--- config.mk ---
export PLATFORM = sky130hd
export DESIGN_NAME = bin_readout_flat
export DESIGN_NICKNAME = d
export VERILOG_FILES = /design/src/rtl/bin_readout_if.sv /design/src/rtl/bin_readout.sv /design/src/flat_wrapper.sv
export SDC_FILE = /design/constraint.sdc
export NUM_CORES = 1
export LEC_CHECK = 0
export BUFFER_PORTS_ARGS = -buffer_cell sky130_fd_sc_hd__buf_4
export CORE_MARGIN = 4
export CORE_UTILIZATION = 54
export CTS_CLUSTER_SIZE = 28
export DETAILED_ROUTE_END_ITERATION = 7
export PLACE_DENSITY = 0.82
export SETUP_SLACK_MARGIN = 0.02
export SYNTH_ARGS = -nofsm -noshare
export SYNTH_HDL_FRONTEND = slang
export SYNTH_SLANG_ARGS = --single-unit
--- constraint.sdc ---
create_clock -name bin_clk -period 7.4 [get_ports bin_clk]
set_clock_uncertainty 0.2 [all_clocks]
set_input_delay 0.37 -clock bin_clk [delete_from_list [all_inputs] [get_ports bin_clk]]
set_output_delay 0.37 -clock bin_clk [all_outputs]
set_load 0.005 [all_outputs]
--- src/rtl/bin_readout_if.sv ---
// Map-read and packed-byte stream signals between bin_readout and its neighbours.
// master = readout block, slave = map memory plus downstream byte consumer.
interface bin_readout_if #(
    parameter int ADDR_W = 16
);
    logic [ADDR_W-1:0] pixel_address;
    logic              bin_data;
    logic [7:0]        out_data;
    logic              out_valid;
    logic              out_ready;
    logic              out_sof;
    logic              out_eof;

    modport master (
        output pixel_address,
        input  bin_data,
        output out_data,
        output out_valid,
        output out_sof,
        output out_eof,
        input  out_ready
    );

    modport slave (
        input  pixel_address,
        output bin_data,
        input  out_data,
        input  out_valid,
        input  out_sof,
        input  out_eof,
        output out_ready
    );
endinterface

--- src/rtl/bin_readout.sv ---
// Walks the binarization map one pixel per clock, packs 8 pixels LSB-first
// into a byte and streams the bytes out on a valid/ready link.
module bin_readout #(
    parameter int WIDTH  = 256,
    parameter int HEIGHT = 256,
    parameter int ADDR_W = 16
) (
    input  logic          bin_clk,
    input  logic          bin_rst,
    input  logic          rd_ctrl,
    bin_readout_if.master bus,
    output logic [1:0]    condition_led
);
    localparam logic [ADDR_W-1:0] LAST_PIX = ADDR_W'(WIDTH * HEIGHT - 1);

    typedef enum logic [1:0] {IDLE, SCAN, DRAIN, DONE} state_e;

    state_e            state_q, state_d;
    logic [ADDR_W-1:0] addr_q, addr_d;
    logic [2:0]        idx_q, idx_d;
    logic [6:0]        shift_q, shift_d;
    logic [7:0]        data_q, data_d;
    logic              valid_q, valid_d;
    logic              sof_q, sof_d;
    logic              eof_q, eof_d;
    logic              done_q, done_d;
    logic              accept;
    logic              stall;

    always_comb begin
        accept  = valid_q && bus.out_ready;
        // Last bit of a byte can only be taken once the output register frees up.
        stall   = (idx_q == 3'd7) && valid_q && !bus.out_ready;
        state_d = state_q;
        addr_d  = addr_q;
        idx_d   = idx_q;
        shift_d = shift_q;
        data_d  = data_q;
        valid_d = valid_q;
        sof_d   = sof_q;
        eof_d   = eof_q;
        done_d  = done_q;

        if (accept) valid_d = 1'b0;

        case (state_q)
            IDLE, DONE: begin
                if (rd_ctrl) begin
                    state_d = SCAN;
                    addr_d  = '0;
                    idx_d   = '0;
                    done_d  = 1'b0;
                end
            end
            SCAN: begin
                if (!stall) begin
                    for (int i = 0; i < 7; i++) begin
                        if (idx_q == 3'(i)) shift_d[i] = bus.bin_data;
                    end
                    idx_d  = idx_q + 3'd1;
                    addr_d = addr_q + ADDR_W'(1);
                    if (idx_q == 3'd7) begin
                        data_d  = {bus.bin_data, shift_q};
                        valid_d = 1'b1;
                        sof_d   = (addr_q < ADDR_W'(8));
                        eof_d   = (addr_q == LAST_PIX);
                    end
                    if (addr_q == LAST_PIX) begin
                        state_d = DRAIN;
                        addr_d  = '0;
                    end
                end
            end
            DRAIN: begin
                // Only the eof byte can be pending here.
                if (accept) begin
                    state_d = DONE;
                    done_d  = 1'b1;
                end
            end
            default: state_d = IDLE;
        endcase
    end

    always_ff @(posedge bin_clk) begin
        if (bin_rst) begin
            state_q <= IDLE;
            addr_q  <= '0;
            idx_q   <= '0;
            shift_q <= '0;
            data_q  <= '0;
            valid_q <= 1'b0;
            sof_q   <= 1'b0;
            eof_q   <= 1'b0;
            done_q  <= 1'b0;
        end else begin
            state_q <= state_d;
            addr_q  <= addr_d;
            idx_q   <= idx_d;
            shift_q <= shift_d;
            data_q  <= data_d;
            valid_q <= valid_d;
            sof_q   <= sof_d;
            eof_q   <= eof_d;
            done_q  <= done_d;
        end
    end

    assign bus.pixel_address = addr_q;
    assign bus.out_data      = data_q;
    assign bus.out_valid     = valid_q;
    assign bus.out_sof       = sof_q;
    assign bus.out_eof       = eof_q;
    assign condition_led     = {done_q, (state_q == SCAN) || (state_q == DRAIN)};
endmodule

--- src/flat_wrapper.sv ---
// flat-port wrapper written by rule: the top's interface ports become plain ports
module bin_readout_flat 
#(
    parameter int WIDTH  = 256,
    parameter int HEIGHT = 256,
    parameter int ADDR_W = 16
)
  (bin_clk, bin_rst, rd_ctrl, condition_led, bus_pixel_address, bus_bin_data, bus_out_data, bus_out_valid, bus_out_sof, bus_out_eof, bus_out_ready);
  bin_readout_if #(.ADDR_W(ADDR_W)) bus_i ();
  input  logic bin_clk;
  input  logic bin_rst;
  input  logic rd_ctrl;
  output logic [1:0] condition_led;
  output wire logic [$bits(bus_i.pixel_address)-1:0] bus_pixel_address;
  input wire logic [$bits(bus_i.bin_data)-1:0] bus_bin_data;
  output wire logic [$bits(bus_i.out_data)-1:0] bus_out_data;
  output wire logic [$bits(bus_i.out_valid)-1:0] bus_out_valid;
  output wire logic [$bits(bus_i.out_sof)-1:0] bus_out_sof;
  output wire logic [$bits(bus_i.out_eof)-1:0] bus_out_eof;
  input wire logic [$bits(bus_i.out_ready)-1:0] bus_out_ready;
  assign bus_pixel_address = bus_i.pixel_address;
  assign bus_i.bin_data = bus_bin_data;
  assign bus_out_data = bus_i.out_data;
  assign bus_out_valid = bus_i.out_valid;
  assign bus_out_sof = bus_i.out_sof;
  assign bus_out_eof = bus_i.out_eof;
  assign bus_i.out_ready = bus_out_ready;
  bin_readout #(.WIDTH(WIDTH), .HEIGHT(HEIGHT), .ADDR_W(ADDR_W)) u_core (.bin_clk(bin_clk), .bin_rst(bin_rst), .rd_ctrl(rd_ctrl), .bus(bus_i), .condition_led(condition_led));
endmodule
== Word level (Yosys, flattened, before mapping) ==
Cells that the tools add are included.

* Add/subtract/negate cells: 2
* $mul: 0
* Divide/modulo/power cells: 0
* Order comparisons: 1
* Equal/unequal tests: 15
* Shift-type cells: 0
* Muxes and demuxes: 19
* Bitwise logic cells: 1
* Reductions and logical operators: 21

{| class="wikitable"
|+ Operator list
! cell !! number
|-
| 2-to-1 mux 16 bit || 3
|-
| case mux 16 bit (2 select lines) || 1
|-
| AND reduction 3 bit || 10
|-
| adder 16 x 1 -> 16 bit, second input constant || 1
|-
| == test 16 bit, second input constant || 1
|-
| less-than comparator 16 x 4 -> 1 bit, second input constant || 1
|-
| == test 3 bit, second input constant || 4
|-
| 2-to-1 mux 2 bit || 4
|-
| == test 3 x 2 -> 1 bit, second input constant || 2
|-
| 2-to-1 mux 1 bit || 6
|-
| 2-to-1 mux 3 bit || 2
|-
| case mux 2 bit (3 select lines) || 1
|-
| case mux 3 bit (2 select lines) || 1
|-
| == test 2 bit, second input constant || 2
|-
| inequality test 2 x 1 -> 1 bit, second input constant || 2
|-
| inequality test 2 bit, second input constant || 2
|-
| AND reduction 4 bit || 1
|-
| nonzero test 2 bit || 2
|-
| adder 3 x 1 -> 3 bit, second input constant || 1
|-
| == test 3 x 1 -> 1 bit, second input constant || 1
|-
| logical AND 1 bit || 3
|-
| zero test 3 bit || 1
|-
| == test 2 x 1 -> 1 bit, second input constant || 1
|-
| zero test 2 bit || 1
|-
| other kinds (5) || 5
|}

* Register bits after elaboration: 40
* Latch bits: 0
* Memory bits (writable): 0
* ROM bits: 0
* Bits of input ports: 5
* Output and inout port bits: 29
* Logic and storage cells: 74
* Memories kept: 0

== Logic depth before layout (Yosys ltp) ==
* Depth after elaboration: 5
* Depth in mapped cells: 9
* Gate-level depth less buffers: 6

== Worst setup path before layout ==
Ideal clock, no wire load.

* Kind: reg-to-reg
* Start: register u_core.idx_q[0]
* End: register u_core.addr_q[13], in the netlist u_core.bus.pixel_address[13]
* Library setup time: 0.086 ns
* Arrival: 2.041 ns
* Required time: 7.114 ns
* Slack: 5.073 ns
* Cell stages (with the launch flop): 8
* Buffers on the path: 1
* Clock period less this slack: 2.327 ns
* Path through: dfxtp_1 ha_1 ha_1 and4b_1 or2_1 clkbuf_1 or4_1 a211oi_1

* Longest elaborated chain between the ends: 5

{| class="wikitable"
|+ Ends and longest elaborated chain
! what !! RTL line !! text
|-
| start, declared || bin_readout.sv:20 || <nowiki>logic [2:0] idx_q, idx_d;</nowiki>
|-
| start signal, assigned || bin_readout.sv:99 || <nowiki>idx_q <= idx_d;</nowiki>
|-
| == test 3 bit || bin_readout.sv:33 || <nowiki>stall = (idx_q == 3'd7) && valid_q && !bus.out_ready;</nowiki>
|-
| logical AND 1 bit (2 in a row) || bin_readout.sv:33 ||
|-
| inequality test 2 bit (no line) || n/a ||
|-
| AND reduction 3 bit (no line) || n/a ||
|-
| end signal, assigned || bin_readout.sv:98 || <nowiki>addr_q <= addr_d;</nowiki>
|-
| end, declared || bin_readout.sv:19 || <nowiki>logic [ADDR_W-1:0] addr_q, addr_d;</nowiki>
|}

Every way passes these cells.
A chain may end at the register's enable or synchronous reset.

== Worst setup path after layout ==
* Start: register u_core.state_q[1]
* End: register u_core.addr_q[15], in the netlist u_core.bus.pixel_address[15]

* Longest elaborated chain between the ends: 4
* Elaborated cells on any way between the ends: 9
* Classes of those cells: eq/ne (4); mux (1); reduce/logical (4)

{| class="wikitable"
|+ Ends and longest elaborated chain
! what !! RTL line !! text
|-
| start, declared || bin_readout.sv:18 || <nowiki>state_e state_q, state_d;</nowiki>
|-
| start signal, assigned || bin_readout.sv:97 || <nowiki>state_q <= state_d;</nowiki>
|-
| == test 2 bit / zero test 2 bit (equally long branches) || bin_readout.sv:46 || <nowiki>case (state_q)</nowiki>
|-
| OR reduction 2 bit || bin_readout.sv:46 ||
|-
| inequality test 2 bit (no line) / nonzero test 2 bit (equally long branches) || n/a ||
|-
| AND reduction 3 bit (no line) || n/a ||
|}

Several ways; a longest one is shown, not always the timed one.

==> results.txt <==
status - finished, final reports clean
initial antenna violation count - 0
Storage cell area - 801 um^2
multi-input logic area - 1110 um^2
PwrDens - 248 nW/um^2
GRT Overall Usage - 19.2%
share of the synthesized area in the top cell type - 39.7%
largest net degree at the start of global routing - 43
Die Wd - 69.2 um
die area - 4780 um^2
chip height - 69.2 um
Worst path top cell family by delay - simple AND/OR/NAND/NOR gates
Setup-failing EPs final - 0
most common cell after layout, fill and taps aside - dfxtp_1
CTS Sinks - 40
Hold Buf Count CTS - 0
Slew HR - 25.0%
DR pass1 iterations - 4
synth top area cells - dfxtp_1 (40%), mux2i_1 (8.4%), ha_1 (6.2%)
register area share after synthesis - 39.7%
# H-tree levels - 2
FF+latch count, synth - 40
vias per std cell - 5.95
Slew @ Worst Pin - 1120 ps
kind of critical path - flop to flop
Hold Crit Start - bus_bin_data
final non-filler cell total - 303
worst-case clock buffer depth - 2
WL/cell - 14.5 um
CTS tree - done
final net count - 271
Post-Place Worst Slack - 4420 ps
R2R Setup Slk - 4370 ps
share of layout cells above drive strength 1 - 18.3%
Synth area leader - dfxtp_1
vias in the first global route - 1677
crit-path cells - inv_1 -> ha_1 -> and4b_1 -> or2_1 -> a21oi_1 -> a211oi_1
post-synthesis cell count - 233
# fillers - 312
crit start category - flop
Clock transition at path regs - 80 ps
crit path DAT - 3030 ps
Avg Cell Area, Syn - 8.67 um^2
final core occ - 68.5%
antenna fix cells - 0
Pwr Total - 0.590 mW
Inst Count DP - 295
RSZ-0062 raised after global routing - false
drt first-iter violations - 159
Req. time, crit path - 7400 ps
HP Class - input port to flop
Core Region - 3470 um^2
CTS resizes - 0
Yosys Warn Count - 0
reg2reg path depth - 6
IO Pins - 34
total of max-cap violations - 0
Area Overhead vs Synth - 17.7%
Setup crit start - u_core.state_q[1]
endpoint of the worst register-to-register path - u_core.bus.pixel_address[15]
fin crit period - 3030 ps
Final Hold Vio Count - 0
CP max stage delay - 660 ps
syn_nets - 248
Final period util - 41.0%
setup bufs post-CTS - 0
Slew Viols, Final - 0
WL final - 4.39 mm
DPL Wire Length - 3.00 mm
global-route wire length before repair - 7.71 mm
Final WS setup - 4370 ps
sum of negative setup slack - 0 ps
reg-to-reg startpoint - u_core.state_q[1]
Residual DRC - 0
Pleak - 0.917 nW
async set-reset flop share out of synthesis - 0%
GPL Wtd Cong - 0.898
most frequent cells in the layout - dfxtp_1 (40), buf_4 (33), nor2_1 (25)
critical path depth in cells - 6
Fmax achieved - 0.330 GHz
CTS Root Cell - clkbuf_8
Clock Latency Late Sink - 300 ps
main flop type after synthesis - dfxtp_1
CP Buf/Inv Count - 1
Port Buffer Count - 33
antenna viol nets, final - 0
Worst Path Max Fanout - 26
Post-synth EDFFs - 0
gr ovfl total - 0
Worst Setup EP - u_core.bus.pixel_address[15]
site row count - 21
via count - 1802
CP max-delay cell - or2_1
Critical Path End Type - flop
Starting Density - 58.2%
Num CTS Buffers - 5
VDD IR max - 0.149 mV
area of the mapped netlist - 2020 um^2
Yosys cell types - 37
[per-layer routing]
metal / vias up / share of wire, % / GRT usage [%]
met2: 53 / 47 / 30.2
met1: 853 / 46 / 25.4
met3: 7 / 5.9 / 4.65
met4: 0 / 1.6 / 7.38
li1: 889 / - / -
met5: - / 0 / 0
[cells by family (layout without fill, tap and decap cells)]
kind of cell | after synthesis | in the layout | synth area share, %
adder cells (fa/ha/maj) | 10 | 10 | 6.20
XOR/XNOR | 1 | 1 | 0.434
flip-flops | 40 | 40 | 39.7
AO/OA/AOI/OAI | 36 | 36 | 12.1
multiplexers | 19 | 19 | 9.54
buffers and inverters | 26 | 50 | 5.33
AND/OR/NAND/NOR | 101 | 101 | 26.8
[worst min-delay path by stage]
stage                               to  slack (ps)  depth (start not counted)
CTS                  u_core.shift_q[5]         180                          3
finish               u_core.shift_q[3]         170                          3
global placement    u_core.bus.out_eof         260                          2
floorplan                u_core.done_q         250                          2
global route         u_core.shift_q[3]         200                          3
detailed placement  u_core.bus.out_eof         270                          2
[where the power goes]
group / switching, mW / internal, mW
Clock: 0.0772 / 0.119
Sequential: 0.00858 / 0.226
Combinational: 0.102 / 0.0575
[synthesized netlist by cell type (3+ instances only)]
master    instances
a211oi_1          7
a21oi_1          12
a31oi_1           3
buf_1             3
clkbuf_1         10
dfxtp_1          40
ha_1             10
inv_1             9
mux2i_1          17
nand2_1          14
nand2b_1          4
nand3_1          12
nand3b_1          3
nand4_1          14
nor2_1           25
nor3_1            5
nor4_1            3
o21ai_0           3
o31ai_1           7
or4_1             8
[through the flow]
stage                     hold WS (ps)  area (um^2)
after floorplan                    250         2020
after global placement             259         2250
after detailed placement           267         2250
after CTS                          175         2380
after global routing               201         2380
final                              172         2380
[layout make-up]
type                            count  share of cell area [%]
Clock buffer                        7                    4.05
Multi-Input combinational cell    167                    46.7
Sequential cell                    40                    33.7
Clock inverter                      1                    1.26
Timing Repair Buffer               33                    10.4
Tap cell                           46                    2.42
Inverter                            9                    1.42
[registers in the layout (all words and copies together), names as in the netlist]
name and count:
u_core.bus.out_eof 1, u_core.idx_q 3, u_core.state_q 2, u_core.bus.out_valid 1
u_core.bus.out_data 8, u_core.done_q 1, u_core.shift_q 7, u_core.bus.out_sof 1
u_core.bus.pixel_address 16
[worst reg2reg max path, delay by kind of cell, from the launching register on]
family,cells,cell delay (ps)
AND/OR/NAND/NOR,2,1090
adder cells (fa/ha/maj),1,640
AO/OA/AOI/OAI,2,600
flip-flops,1,320
buffers and inverters,1,90
Note: power is estimated with default switching activity, not from simulation.
